File: src/rtl/wb_arbiter_rr.sv
// Round-robin Wishbone B3 arbiter: one shared slave port, ownership held for a whole
// CYC assertion, with a per-strobe watchdog that terminates stalled transfers with ERR.
module wb_arbiter_rr #(
  parameter int masters = 3,
  parameter int timeout = 255,
  parameter int ADR_W   = 32,
  parameter int DATA_W  = 32
) (
  input  logic                              clk,
  input  logic                              rst_n,
  input  logic [masters-1:0][ADR_W-1:0]     master_adr,
  input  logic [masters-1:0][DATA_W-1:0]    master_dat_m2s,
  input  logic [masters-1:0][DATA_W/8-1:0]  master_sel,
  input  logic [masters-1:0]                master_we,
  input  logic [masters-1:0]                master_cyc,
  input  logic [masters-1:0]                master_stb,
  input  logic [masters-1:0][2:0]           master_cti,
  input  logic [masters-1:0][1:0]           master_bte,
  output logic [masters-1:0][DATA_W-1:0]    master_dat_s2m,
  output logic [masters-1:0]                master_ack,
  output logic [masters-1:0]                master_err,
  output logic [masters-1:0]                master_rty,
  output logic [ADR_W-1:0]                  slave_adr,
  output logic [DATA_W-1:0]                 slave_dat_m2s,
  output logic [DATA_W/8-1:0]               slave_sel,
  output logic                              slave_we,
  output logic                              slave_cyc,
  output logic                              slave_stb,
  output logic [2:0]                        slave_cti,
  output logic [1:0]                        slave_bte,
  input  logic [DATA_W-1:0]                 slave_dat_s2m,
  input  logic                              slave_ack,
  input  logic                              slave_err,
  input  logic                              slave_rty,
  output logic [masters-1:0]                gnt,
  output logic                              tout
);

  localparam int OW = $clog2(masters);
  localparam int CW = (timeout > 0) ? $clog2(timeout + 1) : 1;

  typedef enum logic {IDLE, OWN} state_t;

  state_t        state;
  logic [OW-1:0] owner;
  logic [OW-1:0] last;
  logic [CW-1:0] cnt;

  logic [OW-1:0] pick;
  logic [OW:0]   cand;
  logic          any_req;
  logic          own_cyc;
  logic          own_stb;
  logic          resp;
  logic          fire;

  // First requester after the previous owner, wrapping; lowest offset wins.
  always_comb begin
    pick    = '0;
    cand    = '0;
    any_req = |master_cyc;
    for (int k = masters; k >= 1; k--) begin
      cand = {1'b0, last} + (OW+1)'(k);
      if (cand >= (OW+1)'(masters)) cand = cand - (OW+1)'(masters);
      if (master_cyc[cand[OW-1:0]]) pick = cand[OW-1:0];
    end
  end

  assign own_cyc = (state == OWN) && master_cyc[owner];
  assign own_stb = (state == OWN) && master_stb[owner];
  assign resp    = slave_ack | slave_err | slave_rty;
  assign fire    = (timeout > 0) && own_stb && !resp && (cnt == CW'(timeout));
  assign tout    = fire;

  // Data path is combinational; a watchdog hit masks the strobe and forges ERR.
  always_comb begin
    slave_adr      = '0;
    slave_dat_m2s  = '0;
    slave_sel      = '0;
    slave_we       = 1'b0;
    slave_cyc      = 1'b0;
    slave_stb      = 1'b0;
    slave_cti      = '0;
    slave_bte      = '0;
    master_dat_s2m = '0;
    master_ack     = '0;
    master_err     = '0;
    master_rty     = '0;
    if (state == OWN) begin
      slave_adr             = master_adr[owner];
      slave_dat_m2s         = master_dat_m2s[owner];
      slave_sel             = master_sel[owner];
      slave_we              = master_we[owner];
      slave_cyc             = own_cyc & ~fire;
      slave_stb             = own_stb & ~fire;
      slave_cti             = master_cti[owner];
      slave_bte             = master_bte[owner];
      master_dat_s2m[owner] = fire ? '0 : slave_dat_s2m;
      master_ack[owner]     = slave_ack & ~fire;
      master_err[owner]     = slave_err | fire;
      master_rty[owner]     = slave_rty & ~fire;
    end
  end

  always_ff @(posedge clk or negedge rst_n) begin
    if (!rst_n) begin
      state <= IDLE;
      owner <= '0;
      last  <= OW'(masters - 1);
      cnt   <= '0;
      gnt   <= '0;
    end else begin
      case (state)
        IDLE: begin
          cnt <= '0;
          if (any_req) begin
            owner <= pick;
            gnt   <= masters'(1) << pick;
            state <= OWN;
          end
        end
        OWN: begin
          if (!master_cyc[owner]) begin
            last  <= owner;
            cnt   <= '0;
            gnt   <= '0;
            state <= IDLE;
          end else if ((timeout > 0) && own_stb && !resp && !fire) begin
            cnt <= cnt + 1'b1;
          end else begin
            cnt <= '0;
          end
        end
        default: state <= IDLE;
      endcase
    end
  end

endmodule

File: config.mk
export PLATFORM = sky130hd
export DESIGN_NAME = wb_arbiter_rr
export DESIGN_NICKNAME = d
export VERILOG_FILES = /design/src/rtl/wb_arbiter_rr.sv
export SDC_FILE = /design/constraint.sdc
export NUM_CORES = 1
export LEC_CHECK = 0
export CAP_MARGIN = 30
export CORE_AREA = 2 2 177 179
export CTS_CLUSTER_DIAMETER = 80
export DETAILED_ROUTE_END_ITERATION = 16
export DIE_AREA = 0 0 179 181
export PLACE_DENSITY_LB_ADDON = 0.25
export SLEW_MARGIN = 0
export SYNTH_ARGS = -nofsm -noshare
export SYNTH_HDL_FRONTEND = slang
export SYNTH_SLANG_ARGS = --single-unit
File: constraint.sdc
create_clock -name clk -period 3.5 [get_ports clk]
set_clock_uncertainty 0.1 [all_clocks]
set_input_delay 0.7 -clock clk [delete_from_list [all_inputs] [get_ports clk]]
set_output_delay 0.7 -clock clk [all_outputs]
set_load 0.01 [all_outputs]
==> results of run 1 <==
==> report_power, final <==
group          internal (mW)  switching, mW  leakage [nW]
logic                   2.28           2.07          3.34
clock network          0.174         0.0726        0.0442
registers              0.236         0.0753         0.209
total                   2.69           2.22          3.59
==> what timing repair did <==
item | 4_1_cts | 5_1_grt
resized for setup | 0 | 2
setup endpoints to repair | 0 | 74
hold buffers | 0 | 0
==> layout make-up <==
cell class | instances | area (sq um)
Antenna cell | 2 | 5.00
Clock buffer | 4 | 88.8
Fill cell | 3337 | 21700
Inverter | 6 | 22.5
Multi-Input combinational cell | 486 | 2910
Sequential cell | 16 | 409
Tap cell | 396 | 495
Timing Repair Buffer | 474 | 4760
==> layer usage <==
| metal | up-vias | global-route usage | share of wire |
|---|---|---|---|
| li1 | 2793 | - | - |
| met1 | 2472 | 0.143 | 0.39 |
| met2 | 277 | 0.238 | 0.50 |
| met3 | 20 | 0.0234 | 0.089 |
| met4 | 2 | 0.0228 | 0.015 |
| met5 | - | 0 | 0.00049 |
==> cells in the final DEF (no fill, tap or decap), types with 3 or more instances in the layout <==
cell               n
clkbuf_16          3
ha_1               4
and3_1           102
and2_1             6
inv_1              5
nor2_1           161
a21oi_1           79
dfrtp_1           13
buf_4             19
buf_12             6
clkdlybuf4s50_1  447
xor2_1             4
nand3_1            3
nand2_1           10
o21ai_0            7
o21a_1             3
mux2i_1           77
==> registers in the layout, summed over array words and instances (netlist names) <==
| signal | flops |
|---|---|
| cnt | 8 |
| gnt | 3 |
| last | 2 |
| owner | 2 |
| state | 1 |
==> per-stage QoR <==
step	cell area (sq um)	hold WS, ns
final	8690	0.378
after global placement	8600	0.366
after CTS	8680	0.390
after global routing	8690	0.413
after floorplan	3580	0.304
after detailed placement	8600	0.382
==> how the worst min path moves through the flow <==
stage | from | end | slack (ns)
after global placement | gnt[2]$_DFFE_PN0P_ | gnt[2]$_DFFE_PN0P_ | 0.37
after floorplan | rst_n | cnt[0]$_DFF_PN0_ | 0.30
final | cnt[0]$_DFF_PN0_ | cnt[0]$_DFF_PN0_ | 0.38
after CTS | cnt[0]$_DFF_PN0_ | cnt[0]$_DFF_PN0_ | 0.39
after detailed placement | cnt[0]$_DFF_PN0_ | cnt[0]$_DFF_PN0_ | 0.38
after global routing | gnt[2]$_DFFE_PN0P_ | gnt[2]$_DFFE_PN0P_ | 0.41
==> cell families (layout without fill, tap and decap cells) <==
logic type               Yosys count  after routing
buffers and inverters             61            484
adder cells (fa/ha/maj)            4              4
AO/OA/AOI/OAI                    101            101
AND/OR/NAND/NOR                  297            297
multiplexers                      78             78
XOR/XNOR                           6              6
flip-flops                        16             16
other                              0              2
==> key figures, run 1 <==
Placement
  • GPL Wtd Cong: 0.799
  • Pre-CTS setup slack: 0.0561 ns
  • IO buf count: 449
  • DP Wirelength: 18.3 mm
  • Placed Instances: 1378

STA
  • Maximum clock frequency: 295 MHz
  • Setup-failing EPs final: 0
  • Final Max Tran Viols: 0
  • Tightest Pin Transition: 0.729 ns
  • Setup TNS: 0 ns
  • Crit path time final: 3.39 ns
  • Worst setup margin: 0.108 ns
  • Unrepaired setup endpoints after global routing: no
  • Final Hold Vio Count: 0
  • Max-slew headroom: 0.513
  • Final period utilization: 0.969

Synth
  • Simple-gate share of the synthesized area: 0.407
  • Synth Area per Inst: 6.36 sq um
  • Synth Area in Adders: 0.0140
  • Top cells by area, synth: mux2i_1 22%, and3_1 18%, nor2_1 17%
  • Area leader, netlist: mux2i_1
  • Flops & latches, synth: 16
  • Synthesized area: 3580 sq um
  • Yosys top cell area share: 0.215
  • Count leader, synth: nor2_1
  • Netlist cell types: 42
  • Post-Synth XOR/XNOR Area: 0.0147
  • Post-synth ARST share: 1.00
  • Commonest cells post-synth: 162 x nor2_1, 102 x and3_1, 79 x a21oi_1, 77 x mux2i_1, 31 x clkbuf_1
  • Synth warn: 0
  • Ys flop type: dfrtp_1
  • Post-Synthesis Cells: 563
  • Synthesized Nets: 832
  • Sequential-to-total area share from yosys stat: 0.112
  • Multiplexer area fraction after synthesis: 0.218
  • Post-synth EDFFs: 0
  • Area fraction in compound gates after synthesis: 0.155
  • Largest family of logic cells by synthesized area: simple AND/OR/NAND/NOR gates

Clock tree
  • Root cell of the clock tree: clkbuf_16
  • CTS tree: built
  • Clock Latency Late Sink: 0.24 ns
  • Clk sinks: 16
  • Max Root-Sink Buffers: 2
  • H-tree Lvls: 1
  • Setup Buffers After CTS: 0
  • Clk pin slew, worst setup/hold paths: 0.05 ns
  • TritonCTS buffer count: 3

Floorplan
  • I/O Pins: 450
  • Die width: 179 um
  • Die Y: 181 um
  • Rows: 64
  • Initial Util: 0.118
  • Die area: 32400 sq um
  • Core Region: 30300 sq um

Detailed routing
  • WL per Instance: 16.2 um
  • Drt drc: 0
  • First-pass detailed-route iteration total: 4
  • Total Routed Length: 22.4 mm
  • Vias post-DR: 5564
  • DR vias/cell: 4.02
  • Starting DRC count in detailed routing: 121
  • Post-route ant nets: 0

Critical path
  • Crit end category: primary output
  • Slowest CP cell: clkdlybuf4s50_1
  • R2R Setup Slk: 1.41 ns
  • Worst setup path end: master_dat_s2m[44]
  • CP bufs+invs: 3
  • Worst r2r dst: gnt[1]$_DFFE_PN0P_
  • Worst path max stage delay: 0.49 ns
  • Reg2reg path depth: 6
  • Worst R2R Start: last[1]$_DFFE_PN1P_
  • Critical Path RT: 2.70 ns
  • CP Launch Type: input port
  • Worst Path Arrival: 2.59 ns
  • Worst path most repeated cell: clkdlybuf4s50_1
  • Top delay family on crit path: buffers and inverters
  • Crit path from: slave_ack
  • Cells along the critical path: clkdlybuf4s50_1 > nor4_4 > nand3_4 > buf_12 > and3_1 > clkdlybuf4s50_1
  • Worst-path maximum fanout: 97
  • Number of cells on the critical path: 6
  • Crit Path Class: in -> out

Final layout
  • Finished Layout Cells: 1384
  • Post-layout util: 0.286
  • Layout area overhead: 143%
  • Fin nets: 1256
  • Layout cells sized above 1: 0.0436

Power and ir drop
  • Leak Pwr: 3.59 nW
  • PwrDens: 565 nW/um^2
  • Power, Total: 4.91 mW
  • Maximum vdd drop: 0.248 mV

Global routing
  • Grt total ovfl: 0
  • Vias in the first global route: 5433
  • Global-route wire length before repair: 31.9 mm
  • Largest net degree at the start of global routing: 98
  • Initial antenna violation count: 3
  • All-Layer GR Usage: 0.125

Status
  • Status: complete, no violations

Job
  • Max cap viols: 0

Worst hold path
  • Hold Path Stages: 1
  • Worst Hold Class: reg -> reg
No activity file was read; power rests on OpenSTA's default activity.
==> run 2, diff against run 1 <==
CORE_AREA = 2 2 174 176   (was 2 2 177 179)
DIE_AREA = 0 0 176 178   (was 0 0 179 181)
==> run 2 against run 1 <==
Effect of this change: non-clock buffer count is 4 lower; fmax is 0.12% lower; count of clock-buffer cells in the layout did not move; flip-flop and latch count did not move; register-to-register slack worse by 0.06 ns; critical path depth stayed put; first-iteration DRC count increased by 69%; wire length increased by 0.20%; largest power group unchanged; clock power shrank 8.9%; sequential power down 5%; largest cell class unchanged; combinational power up 0.9%.
==> key figures, run 2 (synthesized netlist as in run 1, its figures left out) <==
Final layout
  • Most common cell after layout, fill and taps aside: clkdlybuf4s50_1
  • Biggest register: cnt
  • Finished Layout Cells: 1372 (-0.87%)
  • Post-route cell area: 8670 sq um (-0.26%)
  • Layout area overhead: 142%
  • Fin nets: 1252 (-0.32%)
  • Layout cells sized above 1: 0.0397 (-0.00390)
  • Most frequent cells in the layout: 447 x clkdlybuf4s50_1, 161 x nor2_1, 101 x and3_1
  • N_diodes: 0 (-2)
  • Max reg flops: 8 (unchanged)
  • Largest regs: cnt: 8 flops, gnt: 3 flops

STA
  • Crit path time final: 3.40 ns (+0.00416 ns)
  • Maximum clock frequency: 294 MHz (-0.12%)
  • Unrepaired setup endpoints after global routing: no
  • Final Hold Vio Count: 0 (unchanged)
  • Tightest Pin Transition: 0.725 ns (-0.00401 ns)
  • Max-slew headroom: 0.515 (+0.00268)
  • Setup TNS: 0 ns (unchanged)
  • Final period utilization: 0.970 (+0.00119)
  • Final Max Tran Viols: 0 (unchanged)
  • Setup-failing EPs final: 0 (unchanged)

Power and ir drop
  • Internal Power: 2.67 mW (-0.62%)
  • Switching Fraction: 0.455 (+0.00314)
  • Leak Pwr: 3.56 nW (-0.65%)
  • Sequential Power Share: 0.060 (-0.003)
  • PwrDens: 566 nW/um^2 (+0.21%)
  • Sw power: 2.24 mW (+0.65%)
  • Combinational share of power: 0.894 (+0.008)
  • Clock group share of total power: 0.046 (-0.004)
  • Maximum vdd drop: 0.211 mV (-15%)

Critical path
  • Worst R2R Start: owner[1]$_DFFE_PN0P_
  • Crit Path Class: in -> out
  • Crit path from: slave_ack
  • Crit end category: primary output
  • CP Launch Type: input port
  • Worst setup path end: master_dat_s2m[71]
  • Worst Path Arrival: 2.60 ns (about the same)
  • Critical Path RT: 2.70 ns (about the same)
  • Worst-path maximum fanout: 97 (unchanged)
  • Worst r2r dst: cnt[5]$_DFF_PN0_
  • Reg2reg path depth: 6 (unchanged)
  • R2R Setup Slk: 1.35 ns (-0.06 ns)

Clock tree
  • CTS Hold Bufs: 0 (unchanged)
  • Setup Buffers After CTS: 0 (unchanged)
  • Clk sinks: 16 (unchanged)
  • CTS tree: built
  • TritonCTS buffer count: 3 (unchanged)
  • Max Root-Sink Buffers: 2 (unchanged)
  • H-tree Lvls: 1 (unchanged)
  • Root cell of the clock tree: clkbuf_16
  • Clock Latency Late Sink: 0.25 ns (about the same)
  • Post-CTS sizing: 0 (unchanged)
  • Clk pin slew, worst setup/hold paths: 0.05 ns (about the same)

Global routing
  • Initial antenna violation count: 1 (-2)
  • Grt total ovfl: 0 (unchanged)
  • All-Layer GR Usage: 0.129 (+0.00402)
  • Largest net degree at the start of global routing: 98 (unchanged)
  • Global-route wire length before repair: 31.9 mm (about the same)
  • Vias in the first global route: 5281 (-2.8%)

Detailed routing
  • First-pass detailed-route iteration total: 4 (unchanged)
  • Post-route ant nets: 0 (unchanged)
  • Vias post-DR: 5556 (-0.14%)
  • DR vias/cell: 4.05 (+0.73%)
  • Drt drc: 0 (unchanged)
  • Total Routed Length: 22.5 mm (+0.20%)
  • WL per Instance: 16.4 um (+1.1%)
  • Starting DRC count in detailed routing: 204 (+69%)

Placement
  • IO buf count: 449 (unchanged)
  • GPL Wtd Cong: 0.749 (-6.2%)
  • Placed Instances: 1368 (-0.73%)
  • DP Wirelength: 18.3 mm (+0.48%)
  • DP Area: 8580 sq um (-0.15%)

Floorplan
  • Rows: 63 (-1.6%)
  • Die width: 176 um (-1.7%)
  • Die area: 31300 sq um (-3.3%)
  • Core Region: 29400 sq um (-3.1%)
  • Initial Util: 0.122 (+0.00380)
  • I/O Pins: 450 (unchanged)
  • Die Y: 178 um (-1.7%)

Job
  • Max cap viols: 0 (unchanged)

Status
  • Status: complete, no violations

Worst hold path
  • Worst Hold Class: reg -> reg
-- run 2: area by class of cell --
class                      count  area [sq um]
timing repair buffer         470          4760
sequential                    16           409
tap                          390           488
fill                        3167         20700
multi-input combinational    486          2920
clock buffer                   4          78.8
inverter                       6          22.5
-- run 2: through the flow --
stage	setup slack, ns	util	total power [mW]	hold WS (ns)
final	0.103	0.295	4.91	0.383
after global routing	0.00867	0.295	5.31	0.420
after CTS	0.0207	0.295	5.00	0.385
after detailed placement	0.0231	0.292	4.75	0.374
after global placement	0.0353	0.292	4.77	0.364
after floorplan	1.05	-	2.35	0.304
-- run 2: power by group through the flow --
stage               Clock (mW)  Combinational (mW)  Sequential, mW
global placement             0                4.47           0.303
finish                   0.224                4.39           0.297
global route             0.242                4.76           0.311
floorplan                    0                2.08           0.270
CTS                      0.233                4.46           0.303
detailed placement           0                4.44           0.306
-- run 2: critical path, stage by stage --
cell	delay [ns]
clkdlybuf4s50_1	0.49
nor4_4	0.32
nand3_4	0.11
buf_12	0.20
and3_1	0.22
clkdlybuf4s50_1	0.50
-- run 2: routing by layer --
layer,global-route usage,vias up,wire length (um)
li1,-,2785,-
met1,0.150,2504,8850
met2,0.249,254,11700
met3,0.0258,11,1740
met4,0.0162,2,143
met5,0,-,13
-- run 2: how the worst min path moves through the flow --
stage	start	to	depth (start not counted)
global route	gnt[1]$_DFFE_PN0P_	gnt[1]$_DFFE_PN0P_	1
detailed placement	gnt[2]$_DFFE_PN0P_	gnt[2]$_DFFE_PN0P_	1
global placement	gnt[2]$_DFFE_PN0P_	gnt[2]$_DFFE_PN0P_	1
CTS	gnt[2]$_DFFE_PN0P_	gnt[2]$_DFFE_PN0P_	1
floorplan	rst_n	cnt[0]$_DFF_PN0_	0
finish	gnt[1]$_DFFE_PN0P_	gnt[1]$_DFFE_PN0P_	1
==> run 3, diff against run 2 <==
clock period = 3.8 ns   (was 3.5 ns; I/O delays follow)
==> run 3 against run 2 <==
Effect of this change: count of clock-buffer cells in the layout unchanged; sequential share of layout area increased by 0.056 points; cell count decreased by 0.36%; combinational power decreased by 11%; flip-flop and latch count unchanged; first-iteration DRC count decreased by 36%; highest routed layer unchanged.
==> key figures, run 3 (synthesized netlist as in run 1, its figures left out) <==
STA
  • Final Hold Vio Count: 0 (unchanged)
  • Hold Slack: 0.370 ns (-0.0131 ns)
  • Final Max Tran Viols: 0 (unchanged)
  • Tightest Pin Transition: 0.747 ns (+0.0227 ns)
  • Setup-failing EPs final: 0 (unchanged)
  • Maximum clock frequency: 271 MHz
  • Crit path time final: 3.69 ns
  • Max-slew headroom: 0.500 (-0.0152)
  • Setup TNS: 0 ns (unchanged)
  • Unrepaired setup endpoints after global routing: no
  • Final period utilization: 0.971

Final layout
  • Layout area overhead: 139%
  • Most common cell after layout, fill and taps aside: clkdlybuf4s50_1
  • Fin nets: 1246 (-0.48%)
  • Largest regs: cnt: 8 flops, gnt: 3 flops
  • Max reg flops: 8 (unchanged)
  • Biggest register: cnt
  • Most frequent cells in the layout: 449 x clkdlybuf4s50_1, 161 x nor2_1, 102 x and3_1
  • Layout cells sized above 1: 0.0328 (-0.00693)

Critical path
  • Worst r2r dst: gnt[1]$_DFFE_PN0P_
  • Crit Path Class: in -> out
  • R2R Setup Slk: 1.69 ns (+0.34 ns)
  • CP Launch Type: input port
  • Critical Path RT: 2.94 ns (+0.24 ns)
  • Worst Path Arrival: 2.83 ns (+0.23 ns)
  • Worst R2R Start: last[1]$_DFFE_PN1P_
  • Crit end category: primary output
  • Cells along the critical path: clkdlybuf4s50_1 > nor4_4 > nand3_4 > buf_12 > and3_1 > clkdlybuf4s50_1
  • Worst path most repeated cell: clkdlybuf4s50_1
  • Reg2reg path depth: 6 (unchanged)
  • Worst-path maximum fanout: 66 (-32%)
  • Worst path max stage delay: 0.52 ns (+0.02 ns)
  • Slowest CP cell: clkdlybuf4s50_1

Clock tree
  • Clk sinks: 16 (unchanged)
  • Clock Latency Late Sink: 0.24 ns (about the same)
  • CTS Hold Bufs: 0 (unchanged)
  • Max Root-Sink Buffers: 2 (unchanged)
  • TritonCTS buffer count: 3 (unchanged)
  • CTS tree: built
  • Clk pin slew, worst setup/hold paths: 0.05 ns (about the same)
  • H-tree Lvls: 1 (unchanged)
  • Setup Buffers After CTS: 0 (unchanged)
  • Root cell of the clock tree: clkbuf_16
  • Post-CTS sizing: 0 (unchanged)

Placement
  • GPL Wtd Cong: 0.761 (+1.6%)
  • IO buf count: 449 (unchanged)
  • DP Wirelength: 18.1 mm (-1.3%)

Detailed routing
  • Post-route ant nets: 0 (unchanged)
  • Met3 wire len: 1.88 mm (+7.8%)
  • Vias post-DR: 5587 (+0.56%)
  • Starting DRC count in detailed routing: 131 (-36%)
  • Total Routed Length: 22.3 mm (-0.77%)
  • WL per Instance: 16.3 um (-0.41%)
  • DRT met1 WL: 8.75 mm (-1.2%)
  • Drt drc: 0 (unchanged)
  • DR top layer: met5
  • First-pass detailed-route iteration total: 4 (unchanged)
  • DR vias/cell: 4.09 (+0.93%)
  • Met2 routed WL: 11.4 mm (-2.3%)

Power and ir drop
  • PwrDens: 516 nW/um^2 (-8.8%)
  • Sw power: 2.04 mW (-8.9%)
  • Switching Fraction: 0.460 (+0.00464)
  • Internal Power: 2.39 mW (-11%)
  • Power, Total: 4.42 mW (-9.9%)
  • Clock group share of total power: 0.047 (about the same)
  • Sequential Power Share: 0.069 (+0.009)
  • Maximum vdd drop: 0.331 mV (+57%)
  • Leak Pwr: 3.50 nW (-1.9%)
  • Combinational share of power: 0.885 (-0.009)

Global routing
  • Vias in the first global route: 5219 (-1.2%)
  • Largest net degree at the start of global routing: 80 (-18%)
  • All-Layer GR Usage: 0.128 (-0.000640)
  • Grt total ovfl: 0 (unchanged)
  • Global-route wire length before repair: 31.8 mm (-0.41%)
  • Initial antenna violation count: 1 (unchanged)

Worst hold path
  • Worst Hold Class: reg -> reg
  • Worst Hold Path EP: gnt[2]$_DFFE_PN0P_
  • HP Start: gnt[2]$_DFFE_PN0P_
  • Hold Path Stages: 1 (unchanged)

Floorplan
  • Die width: 176 um (unchanged)
  • Die Y: 178 um (unchanged)
  • Rows: 63 (unchanged)
  • Core Region: 29400 sq um (unchanged)
  • Initial Util: 0.122 (unchanged)
  • Die area: 31300 sq um (unchanged)
  • I/O Pins: 450 (unchanged)

Job
  • Max cap viols: 0 (unchanged)

Status
  • Status: complete, no violations
## run 3: worst max-delay path by stage
stage	to	from	cells past startpoint
after global placement	master_dat_s2m[65]	slave_err	6
after detailed placement	master_dat_s2m[65]	slave_err	6
after floorplan	master_dat_s2m[65]	slave_err	5
after CTS	master_dat_s2m[65]	slave_err	6
after global routing	master_dat_s2m[65]	slave_err	6
final	master_dat_s2m[65]	slave_err	6
## run 3: power by group through the flow
stage	Combinational [mW]	Clock (mW)	Sequential, mW
after floorplan	1.92	0	0.249
after global placement	3.97	0	0.312
after detailed placement	3.96	0	0.311
after CTS	3.98	0.216	0.308
after global routing	4.26	0.222	0.317
final	3.91	0.207	0.303
## run 3: stage by stage
stage	setup slack, ns	util	area (sq um)	instances
after floorplan	1.23	-	3580	563
after global placement	0.145	0.289	8490	1362
after detailed placement	0.122	0.289	8490	1362
after CTS	0.110	0.291	8570	1366
after global routing	0.00298	0.291	8570	1366
final	0.109	0.291	8570	1367
## run 3: final cells by class
| class | instances | area [sq um] |
|---|---|---|
| fill | 3186 | 20800 |
| timing repair buffer | 464 | 4660 |
| multi-input combinational | 486 | 2910 |
| tap | 390 | 488 |
| sequential | 16 | 409 |
| clock buffer | 4 | 78.8 |
| inverter | 6 | 22.5 |
| antenna | 1 | 2.50 |
## run 3: critical path: cells and delay by family
| family | cells | cell delay [ns] |
|---|---|---|
| simple gates | 3 | 0.78 |
| buf+inv | 3 | 1.27 |
## run 3: layer usage
metal,global-route usage,vias to the layer above
met3,0.0251,12
met1,0.155,2515
li1,-,2776
met2,0.241,282
met4,0.0162,2
met5,0,-
